==> src/rtl/regfile_write_demux.sv <==
// regfile_write_demux: write side of the general register bank.
//   Byte-masked writes into regs 1..NREG (reg 0 is never stored), registered one-hot
//   decode of the last accepted write, and a multi-cycle clear sweep that stalls the
//   valid/ready write port while it runs.
// Ports:
//   i_clk, i_rst      clock, synchronous active-high reset
//   i_wr_valid        write request present
//   o_wr_ready        write can be accepted this cycle (not sweeping)
//   i_wr_addr/data/mask  destination index, data, byte enables
//   i_clr_req         start a clear sweep (ignored while one is running)
//   o_busy            clear sweep in progress
//   o_zero_wr         pulse: accepted write targeted index 0 or > NREG
//   o_wr_onehot       decode of last accepted write address (bit 0 = index 0)
//   o_reg_flat        reg i at [W*(i-1) +: W]
module regfile_write_demux #(
  parameter int unsigned W    = 32,
  parameter int unsigned AW   = 5,
  parameter int unsigned NREG = 31
) (
  input  logic              i_clk,
  input  logic              i_rst,
  input  logic              i_wr_valid,
  output logic              o_wr_ready,
  input  logic [AW-1:0]     i_wr_addr,
  input  logic [W-1:0]      i_wr_data,
  input  logic [W/8-1:0]    i_wr_mask,
  input  logic              i_clr_req,
  output logic              o_busy,
  output logic              o_zero_wr,
  output logic [NREG:0]     o_wr_onehot,
  output logic [NREG*W-1:0] o_reg_flat
);

  localparam int unsigned IdxW = $clog2(NREG + 1);

  typedef enum logic [0:0] {StRun, StClear} state_e;

  state_e            r_state, w_state_d;
  logic [IdxW-1:0]   r_idx, w_idx_d;
  logic [W-1:0]      r_regs   [1:NREG];
  logic [W-1:0]      w_regs_d [1:NREG];
  logic              r_zero_wr;
  logic [NREG:0]     r_onehot;
  logic [NREG:0]     w_dec;
  logic              w_accept;
  logic              w_in_range;

  assign w_accept   = i_wr_valid && (r_state == StRun);
  assign w_in_range = (i_wr_addr != '0) && (i_wr_addr <= AW'(NREG));

  // Addresses above NREG match no bit, so the decode is all-zero for them.
  always_comb begin
    w_dec = '0;
    for (int i = 0; i <= int'(NREG); i++) begin
      w_dec[i] = (i_wr_addr == AW'(i));
    end
  end

  always_comb begin
    w_state_d = r_state;
    w_idx_d   = r_idx;
    unique case (r_state)
      StRun: begin
        if (i_clr_req) begin
          w_state_d = StClear;
          w_idx_d   = IdxW'(1);
        end
      end
      StClear: begin
        if (r_idx == IdxW'(NREG)) begin
          w_state_d = StRun;
          w_idx_d   = IdxW'(1);
        end else begin
          w_idx_d = r_idx + IdxW'(1);
        end
      end
      default: begin
        w_state_d = StRun;
        w_idx_d   = IdxW'(1);
      end
    endcase
  end

  // Sweep clears and writes are exclusive: writes are only accepted in StRun.
  always_comb begin
    for (int i = 1; i <= int'(NREG); i++) begin
      w_regs_d[i] = r_regs[i];
      if (r_state == StClear && r_idx == IdxW'(i)) begin
        w_regs_d[i] = '0;
      end else if (w_accept && i_wr_addr == AW'(i)) begin
        for (int b = 0; b < int'(W / 8); b++) begin
          if (i_wr_mask[b]) begin
            w_regs_d[i][8*b +: 8] = i_wr_data[8*b +: 8];
          end
        end
      end
    end
  end

  always_ff @(posedge i_clk) begin
    if (i_rst) begin
      r_state   <= StRun;
      r_idx     <= IdxW'(1);
      r_zero_wr <= 1'b0;
      r_onehot  <= '0;
      for (int i = 1; i <= int'(NREG); i++) begin
        r_regs[i] <= '0;
      end
    end else begin
      r_state   <= w_state_d;
      r_idx     <= w_idx_d;
      r_zero_wr <= w_accept && !w_in_range;
      if (w_accept) begin
        r_onehot <= w_dec;
      end
      for (int i = 1; i <= int'(NREG); i++) begin
        r_regs[i] <= w_regs_d[i];
      end
    end
  end

  assign o_wr_ready  = (r_state == StRun);
  assign o_busy      = (r_state == StClear);
  assign o_zero_wr   = r_zero_wr;
  assign o_wr_onehot = r_onehot;

  for (genvar g = 1; g <= int'(NREG); g++) begin : g_flat
    assign o_reg_flat[W*(g-1) +: W] = r_regs[g];
  end

endmodule

==> config.mk <==
export PLATFORM = sky130hd
export DESIGN_NAME = regfile_write_demux
export DESIGN_NICKNAME = d
export VERILOG_FILES = /design/src/rtl/regfile_write_demux.sv
export SDC_FILE = /design/constraint.sdc
export NUM_CORES = 2
export LEC_CHECK = 0
export ABC_CLOCK_PERIOD_IN_PS = 3300
export BUFFER_PORTS_ARGS = -buffer_cell sky130_fd_sc_hd__buf_4
export CAP_MARGIN = 10
export CORE_AREA = 2 2 422 424
export CTS_BUF_LIST = sky130_fd_sc_hd__clkbuf_4 sky130_fd_sc_hd__clkbuf_8 sky130_fd_sc_hd__clkbuf_16
export CTS_CLUSTER_SIZE = 28
export DETAILED_ROUTE_END_ITERATION = 7
export DIE_AREA = 0 0 424 426
export PLACE_DENSITY = 0.52
export RECOVER_POWER = 50
export SLEW_MARGIN = 30
export SYNTH_ARGS = -nofsm -noshare
export SYNTH_HDL_FRONTEND = slang
export SYNTH_SLANG_ARGS = --single-unit
==> constraint.sdc <==
create_clock -name i_clk -period 3.3 [get_ports i_clk]
set_clock_uncertainty 0.1 [all_clocks]
set_input_delay 0.165 -clock i_clk [delete_from_list [all_inputs] [get_ports i_clk]]
set_output_delay 0.165 -clock i_clk [all_outputs]
set_load 0.005 [all_outputs]
==> impl_metrics.prom <==
# TYPE chip_impl_metric gauge
chip_impl_metric{name="dieWidth",unit="um"} 424
chip_impl_metric{name="postRouteAntennaNets",unit=""} 0
chip_impl_metric{name="first_pass_grt_wire_length",unit="um"} 328000
chip_impl_metric{name="grt.overflow.total",unit=""} 0
chip_impl_metric{name="synthesis.nets",unit=""} 4917
chip_impl_metric{name="relSlewSlack",unit="%"} -3.71
chip_impl_info{name="worstPathCellList",value="buf_4 -> nor3b_4 -> dlygate4sd3_1 -> a32oi_1 -> nor2_1"} 1
chip_impl_metric{name="layout.filler_cells",unit=""} 19000
chip_impl_metric{name="die-height",unit="um"} 426
chip_impl_info{name="setup_repair_after_global_routing_missed_its_margin",value="false"} 1
chip_impl_info{name="holdPathEnd",value="r_regs[0][543]"} 1
chip_impl_metric{name="finish.net_count",unit=""} 5622
chip_impl_metric{name="cts-root-to-sink-buffers",unit=""} 3
chip_impl_info{name="status",value="finished with violations"} 1
chip_impl_metric{name="timing_hold_violations_final",unit=""} 0
chip_impl_metric{name="total_number_of_vias",unit=""} 44000
chip_impl_metric{name="synthesis.yosys.warnings",unit=""} 0
chip_impl_metric{name="worst_pin_slew",unit="ps"} 1560
chip_impl_metric{name="initial_cell_density_of_the_core",unit="%"} 23.0
chip_impl_info{name="worst_hold_path_type",value="input pin to flip-flop"} 1
chip_impl_metric{name="period_needed",unit="ps"} 2680
chip_impl_metric{name="core-area",unit="mm2"} 0.176
chip_impl_metric{name="drt_iter0_markers",unit=""} 5379
chip_impl_info{name="cts_tree",value="yes"} 1
chip_impl_metric{name="critical_path.max_stage_delay",unit="ps"} 1060
chip_impl_metric{name="finalCoreUtilization",unit="%"} 29.8
chip_impl_metric{name="floorplan.rows",unit=""} 154
chip_impl_metric{name="leakagePower",unit="nW"} 16.9
chip_impl_metric{name="report.final.setup_viol",unit=""} 0
chip_impl_metric{name="postSynthAreaPerCell",unit="um2"} 8.30
chip_impl_info{name="most_used_cells_in_the_layout_excluding_fill_and_tap_cells",value="1030 x dfxtp_1, 998 x nand3_1, 995 x a21oi_1, 914 x o21ai_0, 603 x clkbuf_1"} 1
chip_impl_metric{name="maxSlewViolCount",unit=""} 33
chip_impl_metric{name="syn_to_final_growth",unit="%"} 29.8
chip_impl_metric{name="post_synth_num_cell_types",unit=""} 44
chip_impl_metric{name="later_pin_clock_latency_in_the_skew_report",unit="ps"} 770
chip_impl_info{name="cpMaxStageDelayCell",value="dlygate4sd3_1"} 1
chip_impl_info{name="hold_start",value="i_wr_mask[3]"} 1
chip_impl_metric{name="postSynthCellCount",unit=""} 4865
chip_impl_metric{name="ff2ff_path_depth",unit=""} 5
chip_impl_metric{name="gp_congestion",unit=""} 0.818
chip_impl_metric{name="routed_wirelength",unit="um"} 244000
chip_impl_metric{name="critical_path.max_fanout",unit=""} 26
chip_impl_info{name="setup.worst_path.end_class",value="flip-flop"} 1
chip_impl_metric{name="grt_antenna_before_repair",unit=""} 14
chip_impl_metric{name="clkSinkCount",unit=""} 1031
chip_impl_info{name="cts_root_buffer",value="clkbuf_16"} 1
chip_impl_metric{name="number_of_levels_the_h_tree_was_split_into",unit=""} 3
chip_impl_metric{name="cp.required",unit="ps"} 3900
chip_impl_metric{name="clk_transition_reported_paths",unit="ps"} 70
chip_impl_metric{name="synth_seq_cells",unit=""} 1031
chip_impl_metric{name="tritoncts.num_buffers",unit=""} 116
chip_impl_metric{name="holdPathStages",unit=""} 4
chip_impl_metric{name="synth-seq-area-share",unit="%"} 51.1
chip_impl_metric{name="average_routed_wire_per_standard_cell",unit="um"} 30.4
chip_impl_info{name="mostFrequentLayoutCell",value="dfxtp_1"} 1
chip_impl_metric{name="drcViolationCount",unit=""} 0
chip_impl_metric{name="gr-usage-all-layers",unit="%"} 25.4
chip_impl_metric{name="synth_area",unit="mm2"} 0.0404
chip_impl_metric{name="drt_pass1_iterations",unit=""} 6
chip_impl_info{name="r2r_end",value="o_wr_onehot[13]"} 1
chip_impl_metric{name="fin_setup_tns",unit="ps"} 0
chip_impl_metric{name="ir_drop_worst_case_vdd",unit="V"} 0.000455
chip_impl_info{name="violations",value="capacitance limit, slew limit"} 1
chip_impl_metric{name="die_area",unit="mm2"} 0.181
chip_impl_metric{name="critPathArrivalTime",unit="ps"} 3280
chip_impl_metric{name="min_period_over_period",unit="%"} 81.1
chip_impl_metric{name="place.detailed.hpwl",unit="um"} 153000
chip_impl_metric{name="routed_via_density",unit=""} 5.48
chip_impl_info{name="worst_setup_path_start_kind",value="flip-flop"} 1
chip_impl_metric{name="timing.reg2reg.setup_slack",unit="ps"} 620
chip_impl_metric{name="place.port_buffers",unit=""} 1071
chip_impl_metric{name="post_route_cells_drive_above_1_share",unit="%"} 15.8
chip_impl_metric{name="achievable_clock_frequency",unit="MHz"} 373
chip_impl_info{name="worst-setup-path-type",value="flip-flop to flip-flop"} 1
chip_impl_metric{name="io_pins",unit=""} 1072
chip_impl_metric{name="maximum_number_of_pins_on_one_net_before_global_route_repair",unit=""} 129
chip_impl_metric{name="power_per_cell_area",unit="mW/mm2"} 535
chip_impl_info{name="worstReg2RegStart",value="o_busy"} 1
chip_impl_metric{name="cap_viol_max_count",unit=""} 1
chip_impl_metric{name="first_global_vias",unit=""} 40100
-- where the power goes --
| part | switching (W) | internal (W) | total [W] | leakage [nW] |
|---|---|---|---|---|
| clock | 0.00581 | 0.00767 | 0.0135 | 2.01 |
| combinational | 0.00168 | 0.000360 | 0.00204 | 6.57 |
| sequential | 0.0000276 | 0.0125 | 0.0125 | 8.30 |
-- cell type report --
| class | count | area, um2 | area share, % |
|---|---|---|---|
| clock inverter | 46 | 425 | 0.812 |
| sequential | 1031 | 20600 | 39.4 |
| clock buffer | 171 | 3530 | 6.73 |
| antenna | 11 | 27.5 | 0.0525 |
| tap | 2340 | 2930 | 5.59 |
| timing repair buffer | 1245 | 7750 | 14.8 |
| multi-input combinational | 3172 | 17100 | 32.6 |
| inverter | 4 | 15.0 | 0.0286 |
-- state kept, by name (all words and copies together) (netlist names) --
name	flops
o_busy	1
o_wr_onehot	32
r_regs	992
o_zero_wr	1
r_idx	5
-- cell usage after synthesis --
library cell  instances  area share [%]
nand3b_1              6            0.11
a31oi_1               1           0.016
or3_1                 1           0.016
o21ai_0             914              11
a21o_1                2           0.037
a21oi_1             995              12
and3_1                1           0.016
buf_1                 7           0.065
and2_1                2           0.031
o31a_1                1           0.022
nand4bb_1            10            0.28
buf_6                47             1.3
and4_1                1           0.022
and4bb_1              2           0.062
or4_1                 1           0.019
o21ai_1              79            0.98
nor4b_2               4            0.15
nand4b_2              4            0.15
ha_1                  7            0.22
nand2_1               2           0.019
and4bb_2              8            0.25
and3b_1               1           0.022
and4b_1               9            0.22
nor3b_1               1           0.019
or2_2                 2           0.031
or4b_1                4           0.099
or4_4                 1           0.028
dfxtp_1            1031              51
a32oi_1              32            0.69
nor4_4                1           0.053
clkbuf_2              1           0.012
nand4_1               1           0.016
o21bai_1             29            0.54
nor3_1                1           0.012
inv_1                 4           0.037
nand4b_1              4           0.087
nand2b_1              4           0.062
nor3b_4               1           0.046
buf_2               171             2.1
buf_4                61             1.1
nand3_1             998              12
nor2_1               37            0.34
clkbuf_1            371             3.4
nor2b_1               5           0.077
-- worst max path at each step --
stage             start  cells past startpoint              end
4_1_cts          o_busy                      5   o_wr_onehot[8]
6_report         o_busy                      5  o_wr_onehot[13]
5_1_grt          o_busy                      5   o_wr_onehot[7]
3_5_place_dp     o_busy                      4   r_regs[0][898]
2_1_floorplan  r_idx[0]                      5         r_idx[3]
3_3_place_gp     o_busy                      5    r_regs[0][71]
-- cells by family after synthesis --
group                      after synthesis  synth area share, %
DFF                                   1031                 51.1
AOI/OAI and AO/OA                     2053                 25.9
buffers and inverters                  662                 8.13
and+or+nand+nor                       1112                 14.6
adders and majority gates                7                0.217
-- routing by layer --
layer	track usage [%]	wire length [um]
met1	30.1	90700
met2	41.8	114000
met3	5.81	22100
met4	15.4	17300
met5	0	0
-- timing repair --
action                                   CTS  global route
hold buffers                              41             0
endpoints found under the setup margin     0             0
resized for setup                          0             0
buffers inserted                           0             0
endpoints found under the hold margin   1020             0
-- stage by stage --
| step | instance area [um2] | power (W) | hold slack [ps] | setup slack [ps] | std cells |
|---|---|---|---|---|---|
| after floorplan | 40400 | 0.0137 | 213 | 1520 | 4865 |
| after global placement | 50200 | 0.0148 | 361 | 860 | 7747 |
| after detailed placement | 50200 | 0.0148 | 367 | 755 | 7748 |
| after CTS | 54600 | 0.0282 | 18.1 | 681 | 8006 |
| after global routing | 52400 | 0.0287 | 70.0 | 500 | 8014 |
| final | 52400 | 0.0280 | 91.0 | 622 | 8020 |
-- critical path, delay by kind of cell, from the launching register on --
kind                   cells  cell delay (ps)
flip-flops                 1              400
AO/OA/AOI/OAI              1              190
AND/OR/NAND/NOR            2              590
buffers and inverters      2             1310
Power figures use the tool's default switching activity.
